===== src/rtl/uart_rx_deframer.sv =====
// 8N1 UART receiver: two-flop synchronizer, mid-bit sampling deframer FSM and a
// one-entry valid/ready holding register with framing-error and overrun pulses.
module uart_rx_deframer #(
  parameter int CLKS_PER_BIT = 556,
  parameter int HALF_BIT     = CLKS_PER_BIT / 2
) (
  input  logic       clk,
  input  logic       rst_n,
  input  logic       i_uart_rx,
  output logic [7:0] o_data,
  output logic       o_valid,
  input  logic       i_ready,
  output logic       o_frame_err,
  output logic       o_overrun,
  output logic       o_busy
);

  localparam int CNT_W = $clog2(CLKS_PER_BIT);
  localparam logic [CNT_W-1:0] CNT_ONE       = CNT_W'(1);
  localparam logic [CNT_W-1:0] CNT_BIT_LAST  = CNT_W'(CLKS_PER_BIT - 1);
  localparam logic [CNT_W-1:0] CNT_HALF_LAST = CNT_W'(HALF_BIT - 1);

  typedef enum logic [1:0] {
    S_IDLE,
    S_START,
    S_DATA,
    S_STOP
  } state_e;

  logic             rx_meta_q;
  logic             rx_s_q;
  state_e           state_q,     state_d;
  logic [CNT_W-1:0] cnt_q,       cnt_d;
  logic [2:0]       bit_idx_q,   bit_idx_d;
  logic [7:0]       shift_q,     shift_d;
  logic             byte_rdy_q,  byte_rdy_d;
  logic             frame_err_q, frame_err_d;
  logic [7:0]       data_q,      data_d;
  logic             valid_q,     valid_d;
  logic             overrun_q,   overrun_d;

  // Synchronizer: idle-high line, so both flops reset to 1
  always_ff @(posedge clk or negedge rst_n) begin
    if (!rst_n) begin
      rx_meta_q <= 1'b1;
      rx_s_q    <= 1'b1;
    end else begin
      rx_meta_q <= i_uart_rx;
      rx_s_q    <= rx_meta_q;
    end
  end

  always_ff @(posedge clk or negedge rst_n) begin
    if (!rst_n) begin
      state_q     <= S_IDLE;
      cnt_q       <= '0;
      bit_idx_q   <= '0;
      shift_q     <= '0;
      byte_rdy_q  <= 1'b0;
      frame_err_q <= 1'b0;
      data_q      <= '0;
      valid_q     <= 1'b0;
      overrun_q   <= 1'b0;
    end else begin
      state_q     <= state_d;
      cnt_q       <= cnt_d;
      bit_idx_q   <= bit_idx_d;
      shift_q     <= shift_d;
      byte_rdy_q  <= byte_rdy_d;
      frame_err_q <= frame_err_d;
      data_q      <= data_d;
      valid_q     <= valid_d;
      overrun_q   <= overrun_d;
    end
  end

  // Deframer: the counter is cleared at every sample point, so it never wraps
  always_comb begin
    state_d     = state_q;
    cnt_d       = cnt_q;
    bit_idx_d   = bit_idx_q;
    shift_d     = shift_q;
    byte_rdy_d  = 1'b0;
    frame_err_d = 1'b0;
    case (state_q)
      S_IDLE: begin
        if (!rx_s_q) begin
          state_d = S_START;
          cnt_d   = '0;
        end
      end
      S_START: begin
        if (cnt_q == CNT_HALF_LAST) begin
          cnt_d = '0;
          if (rx_s_q) begin
            state_d = S_IDLE;
          end else begin
            state_d   = S_DATA;
            bit_idx_d = '0;
          end
        end else begin
          cnt_d = cnt_q + CNT_ONE;
        end
      end
      S_DATA: begin
        if (cnt_q == CNT_BIT_LAST) begin
          shift_d   = {rx_s_q, shift_q[7:1]};
          cnt_d     = '0;
          bit_idx_d = bit_idx_q + 3'd1;
          if (bit_idx_q == 3'd7) begin
            state_d = S_STOP;
          end
        end else begin
          cnt_d = cnt_q + CNT_ONE;
        end
      end
      S_STOP: begin
        // Leaving at mid-stop lets a back-to-back start edge be seen at once
        if (cnt_q == CNT_BIT_LAST) begin
          cnt_d   = '0;
          state_d = S_IDLE;
          if (rx_s_q) begin
            byte_rdy_d = 1'b1;
          end else begin
            frame_err_d = 1'b1;
          end
        end else begin
          cnt_d = cnt_q + CNT_ONE;
        end
      end
      default: begin
        state_d = S_IDLE;
        cnt_d   = '0;
      end
    endcase
  end

  // Holding register: a consume on the load edge frees the slot for the new byte
  always_comb begin
    data_d    = data_q;
    valid_d   = valid_q;
    overrun_d = 1'b0;
    if (byte_rdy_q) begin
      if (!valid_q || i_ready) begin
        data_d  = shift_q;
        valid_d = 1'b1;
      end else begin
        overrun_d = 1'b1;
      end
    end else if (valid_q && i_ready) begin
      valid_d = 1'b0;
    end
  end

  assign o_data      = data_q;
  assign o_valid     = valid_q;
  assign o_frame_err = frame_err_q;
  assign o_overrun   = overrun_q;
  assign o_busy      = (state_q != S_IDLE);

endmodule


===== config.mk =====
export PLATFORM = sky130hd
export DESIGN_NAME = uart_rx_deframer
export DESIGN_NICKNAME = d
export VERILOG_FILES = /design/src/rtl/uart_rx_deframer.sv
export SDC_FILE = /design/constraint.sdc
export NUM_CORES = 1
export LEC_CHECK = 0
export CORE_MARGIN = 2
export CORE_UTILIZATION = 34
export CTS_BUF_LIST = sky130_fd_sc_hd__clkbuf_8 sky130_fd_sc_hd__clkbuf_16
export CTS_CLUSTER_DIAMETER = 100
export DETAILED_ROUTE_END_ITERATION = 8
export GPL_TIMING_DRIVEN = 0
export PLACE_DENSITY = 0.6
export SYNTH_ARGS = -nofsm -noshare
export SYNTH_HDL_FRONTEND = slang
export SYNTH_SLANG_ARGS = --single-unit

===== constraint.sdc =====
create_clock -name clk -period 3.8 [get_ports clk]
set_input_delay 0.57 -clock clk [delete_from_list [all_inputs] [get_ports clk]]
set_output_delay 0.57 -clock clk [all_outputs]
set_load 0.005 [all_outputs]

==> impl_metrics.toml, run 1 <==
[power]
peakVddDrop_uv = 182
seq_power_share_pct = 52.3
sw_frac_of_total_pct = 19.3
net-switching-power_uw = 147
powerDensity_mw_per_mm2 = 353
p_clk_share_pct = 46.3
p_leak_uw = 0.000987
p_int_uw = 612
pwr-share-comb_pct = 1.4

[timing]
period_share_pct = 58.9
worst_pin_slew_ns = 0.801
hold_viol = 0
fmax_ghz = 0.446
slew_violations = 0
fin_skew_ns = 0.00397
setup_violations = 0
slew_headroom_pct = 46.6
setup_tns_ns = 0
rsz0062_at_grt = "no"
post-route-min-period_ns = 2.24

[placement]
routabilityCongestion = 0.838
place_inst = 244
hpwl_um = 2210
portBuffers = 15

[route]
wl_met3_um = 102
wl_met1_um = 1510
ant_nets = 0
routedWlPerCell_um = 12.2
first_iter_violations = 62
wirelength_um = 3070
firstDrtPassIters = 4
drcViolationCount = 0
routed-wl-met2_um = 1430
vias_per_cell = 4.86
highest_layer = "met4"
vias = 1225

[clock_tree]
htreeDepth = 2
clk_latency_ns = 0.28
cts_setup_buffers = 0
ctsResizeCount = 0
cts.sinks = 37
ctsHoldBuffers = 0
cts_made_buffers = 5
clock_path_buffers = 2
clockRootBuffer = "clkbuf_8"
clk_pin_slew_ns = 0.07
cts_tree = "yes"

[worst_setup_path]
crit_path_top_delay_cell = "clkdlybuf4s50_1"
cpPeakStageDelay_ns = 0.50
worst-path-buf-inv = 3
start_kind = "flip-flop"
cp-end-kind = "output port"
worstSetupPathType = "flip-flop to output port"
required_ns = 3.23
crit_chain = "clkbuf_1 > inv_1 > nand2_1 > clkdlybuf4s50_1"
r2r_start = "cnt_q[0]"
critPathTopFamily = "buffers and inverters"
crit_fanout = 8
arrival_ns = 1.67

[run]
cap_violations = 0

[layout]
areaGrowthSynthToFinish_pct = 19.6
final_cells = 252
drive_gt1_share_pct = 19.8
diodes = 0
layout_common_cells = "35 x dfrtp_1, 18 x nand2_1, 16 x mux2_2, 14 x clkdlybuf4s50_1, 11 x nor2_1"
fin_nets = 189
final_common_cell = "dfrtp_1"

[yosys]
synth.yosys.seq_area_share_pct = 51.7
synth_top_family_by_area = "simple AND/OR/NAND/NOR gates"
synth-main-ff-cell = "dfrtp_1"
synthArstFlopShare_pct = 100
syn_nets = 167
synth_xor_xnor_area_share_pct = 0.487
yosysWarnings = 0
netlist_instances = 159
synth_mux_area_share_pct = 11.7
synth.avg_cell_area_um2 = 11.3
ys_types = 46
synthAdderAreaFrac_pct = 2.79
synth-simple-area-share_pct = 18.3
synth_compound_area_share_pct = 11.4
ys_ff_latch = 37
synth_edf_count = 0
netlist_area_mm2 = 0.00180

[global_routing]
grt_max_degree = 38
grt_pass1_vias = 1194
grt_pass1_wl_um = 5560
grtUsageTotal_pct = 11.7
grt_remaining_overflow = 0
grt_antenna_before_repair = 0

[floorplanning]
die-area_mm2 = 0.00588
io_pins = 16
coreArea_mm2 = 0.00511
die_w_um = 76.7
start_util_pct = 35.2
num_rows = 26
die_h_um = 76.7

[status]
outcome = "finished, final reports clean"

[min_path]
hold_path.class = "flip-flop to flip-flop"
min_from = "rx_meta_q"
metal layers:
layer / track usage [%] / up-vias
met5: 0 / -
met4: 2.73 / 0
met3: 3.65 / 2
met2: 18.9 / 18
met1: 15.4 / 596
li1: - / 609
stage by stage:
| step | setup WS (ns) | instance area (um2) | total power, uW | hold slack, ns | util, % |
|---|---|---|---|---|---|
| after floorplan | 2.01 | 1800 | 405 | 0.274 | - |
| after global placement | 1.32 | 2030 | 416 | 0.346 | 39.8 |
| after detailed placement | 1.82 | 2030 | 415 | 0.347 | 39.7 |
| after CTS | 1.52 | 2150 | 769 | 0.357 | 42.1 |
| after global routing | 1.39 | 2150 | 792 | 0.366 | 42.1 |
| final | 1.56 | 2150 | 758 | 0.358 | 42.1 |
worst reg2reg max path, stage by stage (launching register included):
cell      delay [ns]
dfrtp_1         0.41
ha_1            0.24
and3_1          0.17
clkbuf_1        0.24
nand3_2         0.16
or4b_1          0.53
o211a_1         0.13
cell families after synthesis:
family,count (synthesis)
and+or+nand+nor,58
xor gates and xnor gates,1
AOI/OAI and AO/OA,27
muxes,19
adders and majority gates,4
DFF,37
buffers and inverters,13
power by group through the flow:
stage / Combinational [uW] / Clock [uW] / Sequential (uW)
after floorplan: 0.994 / 0 / 404
after global placement: 11.9 / 0 / 404
after detailed placement: 11.5 / 0 / 404
after CTS: 11.5 / 361 / 396
after global routing: 12.9 / 383 / 396
final: 10.7 / 351 / 396
final cells by class:
type                       count  area, um2
buffer                         6       38.8
clock buffer                   6       82.6
clock inverter                 2       37.5
fill                         517       2960
inverter                       7       26.3
multi-input combinational    109        803
sequential                    37        928
tap                           70       87.6
timing repair buffer          15        145
sequential cells by signal, indices dropped and copies added, names as in the netlist, named ones only:
register / cells
o_data: 8
byte_rdy_q: 1
rx_meta_q: 1
shift_q: 8
state_q: 1
rx_s_q: 1
bit_idx_q: 3
o_overrun: 1
cnt_q: 10
o_frame_err: 1
o_valid: 1
synth_stat cells (2+ instances only):
cell | number | area, um2
a21oi_1 | 2 | 10.0
a22oi_1 | 2 | 15.0
and3_1 | 2 | 12.5
buf_6 | 2 | 22.5
clkbuf_1 | 2 | 7.51
dfrtp_1 | 35 | 876
dfstp_2 | 2 | 52.6
ha_1 | 4 | 50.1
inv_1 | 7 | 26.3
mux2_2 | 16 | 180
mux2i_1 | 3 | 30.0
nand2_1 | 18 | 67.6
nand2b_1 | 3 | 18.8
nand3_1 | 4 | 20.0
nor2_1 | 11 | 41.3
nor2b_1 | 3 | 18.8
nor3_1 | 2 | 10.0
nor4_1 | 2 | 12.5
o211ai_1 | 3 | 22.5
o21ai_0 | 7 | 35.0
o21bai_1 | 3 | 22.5
o22ai_1 | 2 | 12.5
final timing paths:
check                          endpoint  slack (ns)  depth (start not counted)
setup / recovery                 o_busy        1.56                          4
min in group asynchronous    shift_q[6]        0.37                          1
max in group asynchronous      cnt_q[6]        2.93                          1
hold / removal                   rx_s_q        0.36                          0
hold reg to reg                  rx_s_q        0.36                          0
setup reg to reg           bit_idx_q[0]        1.81                          6
(Power assumes the default switching activity.)
==> inputs of run 2 (changes only) <==
Settings changed: PLACE_DENSITY 0.6 to 0.62.
Clock period 3.8 ns to 2 ns, I/O delays scaled along.
==> impl_metrics.toml, run 2 (synthesis gave the netlist of run 1 again) <==
[layout]
fin_area_mm2 = 0.00214
layout_common_cells = "35 x dfrtp_1, 18 x nand2_1, 16 x mux2_2, 14 x clkdlybuf4s50_1, 11 x nor2_1"
drive_gt1_share_pct = 20.0
largest_register_ffs = 10
fin_util_pct = 41.9
regMostFlops = "cnt_q"
fin_nets = 187
areaGrowthSynthToFinish_pct = 19.1
diodes = 0
final_common_cell = "dfrtp_1"

[route]
wirelength_um = 3030
vias_per_cell = 4.87
routedWlPerCell_um = 12.1
firstDrtPassIters = 4
drcViolationCount = 0
first_iter_violations = 56
vias = 1217
ant_nets = 0

[min_path]
hold_path.class = "input port to async pin"

[worst_setup_path]
cpPeakStageDelay_ns = 0.52
arrival_ns = 2.05
crit_chain = "ha_1 > and3_1 > nand3_2 > or4b_1 > o211a_1"
required_ns = 2.19
start_kind = "flip-flop"
r2r_setup_slack_ns = 0.13
worstSetupPathType = "flip-flop to flip-flop"
critPathTopFamily = "simple AND/OR/NAND/NOR gates"
cp-end-kind = "flip-flop"
r2r_cells = 5
crit_fanout = 5
worst-path-buf-inv = 0
crit_path_top_delay_cell = "or4b_1"
r2r_start = "cnt_q[0]"
r2r-end = "bit_idx_q[0]"

[floorplanning]
coreArea_mm2 = 0.00511
die_h_um = 76.7
die-area_mm2 = 0.00588
io_pins = 16
start_util_pct = 35.2
die_w_um = 76.7
num_rows = 26

[placement]
placed_area_mm2 = 0.00203
routabilityCongestion = 0.791
hpwl_um = 2100
portBuffers = 15

[global_routing]
grt_pass1_vias = 1212
grt_antenna_before_repair = 0
grt_remaining_overflow = 0
grtUsageTotal_pct = 11.8
grt_pass1_wl_um = 5520
grt_max_degree = 38

[clock_tree]
cts.sinks = 37
clock_path_buffers = 2
clockRootBuffer = "clkbuf_8"
ctsHoldBuffers = 0
htreeDepth = 2
clk_pin_slew_ns = 0.08
cts_tree = "yes"
clk_latency_ns = 0.29
ctsResizeCount = 0
cts_setup_buffers = 0
cts_made_buffers = 5

[power]
peakVddDrop_uv = 368
total_power_uw = 1410
p_leak_uw = 0.000989
powerDensity_mw_per_mm2 = 658

[timing]
hold_viol = 0
slew_violations = 0
setup_violations = 0
fmax_ghz = 0.535
slew_headroom_pct = 47.2
post-route-min-period_ns = 1.87
fin_skew_ns = 0.00676
setup_tns_ns = 0
period_share_pct = 93.4
worst_pin_slew_ns = 0.792
rsz0062_at_grt = "no"

[run]
cap_violations = 0

[status]
outcome = "finished, final reports clean"
[run 2: cell types whose count changed in the layout (fill, tap and decap cells not counted)]
cell	before	now
clkinvlp_4	1	0
clkbuf_8	6	5
nor4_1	2	1
nor4_2	0	1
clkinv_4	0	1
inv_1	7	8
clkbuf_1	2	0
[run 2: report_power, final]
group / internal [uW] / total (uW) / switching, uW
Combinational: 5.10 / 19.9 / 14.8
Clock: 369 / 634 / 265
Sequential: 751 / 753 / 1.70
[run 2: cell type report]
type	instances	area [um2]
fill	505	2970
sequential	37	928
multi-input combinational	109	810
timing repair buffer	15	145
tap	70	87.6
clock buffer	5	68.8
clock inverter	3	42.5
buffer	4	31.3
inverter	7	26.3
[run 2: how the worst max path moves through the flow]
| stage | start | end | slack [ns] | depth (start not counted) |
|---|---|---|---|---|
| after floorplan | cnt_q[0] | bit_idx_q[0] | 0.21 | 6 |
| after global placement | rst_n | cnt_q[5] | -0.26 | 1 |
| after detailed placement | cnt_q[0] | bit_idx_q[0] | 0.04 | 6 |
| after CTS | flip-flop | o_busy | 0.02 | 4 |
| after global routing | cnt_q[0] | cnt_q[7] | 0.01 | 5 |
| final | cnt_q[0] | bit_idx_q[0] | 0.13 | 5 |
[run 2: worst reg2reg max path: cells and delay by family (launching register included)]
family / cells / cell delay, ns
compound gates: 1 / 0.12
fa+ha+maj: 1 / 0.26
flops: 1 / 0.42
simple gates: 3 / 0.97
[run 2: stage by stage]
step	std cells	setup WS [ns]	hold WS, ns
after CTS	252	0.0210	0.131
after detailed placement	244	0.0365	0.348
final	250	0.132	0.0940
after floorplan	159	0.205	0.00441
after global placement	244	-0.257	0.346
after global routing	250	0.0121	0.178
[run 2: routing by layer]
layer | track usage (%) | part of all wire [%] | wire [um] | up-vias
li1 | - | - | - | 607
met1 | 15.6 | 52 | 1560 | 589
met2 | 17.6 | 43 | 1320 | 17
met3 | 4.12 | 3.7 | 112 | 4
met4 | 4.55 | 1.3 | 38 | 0
met5 | 0 | 0 | 0 | -
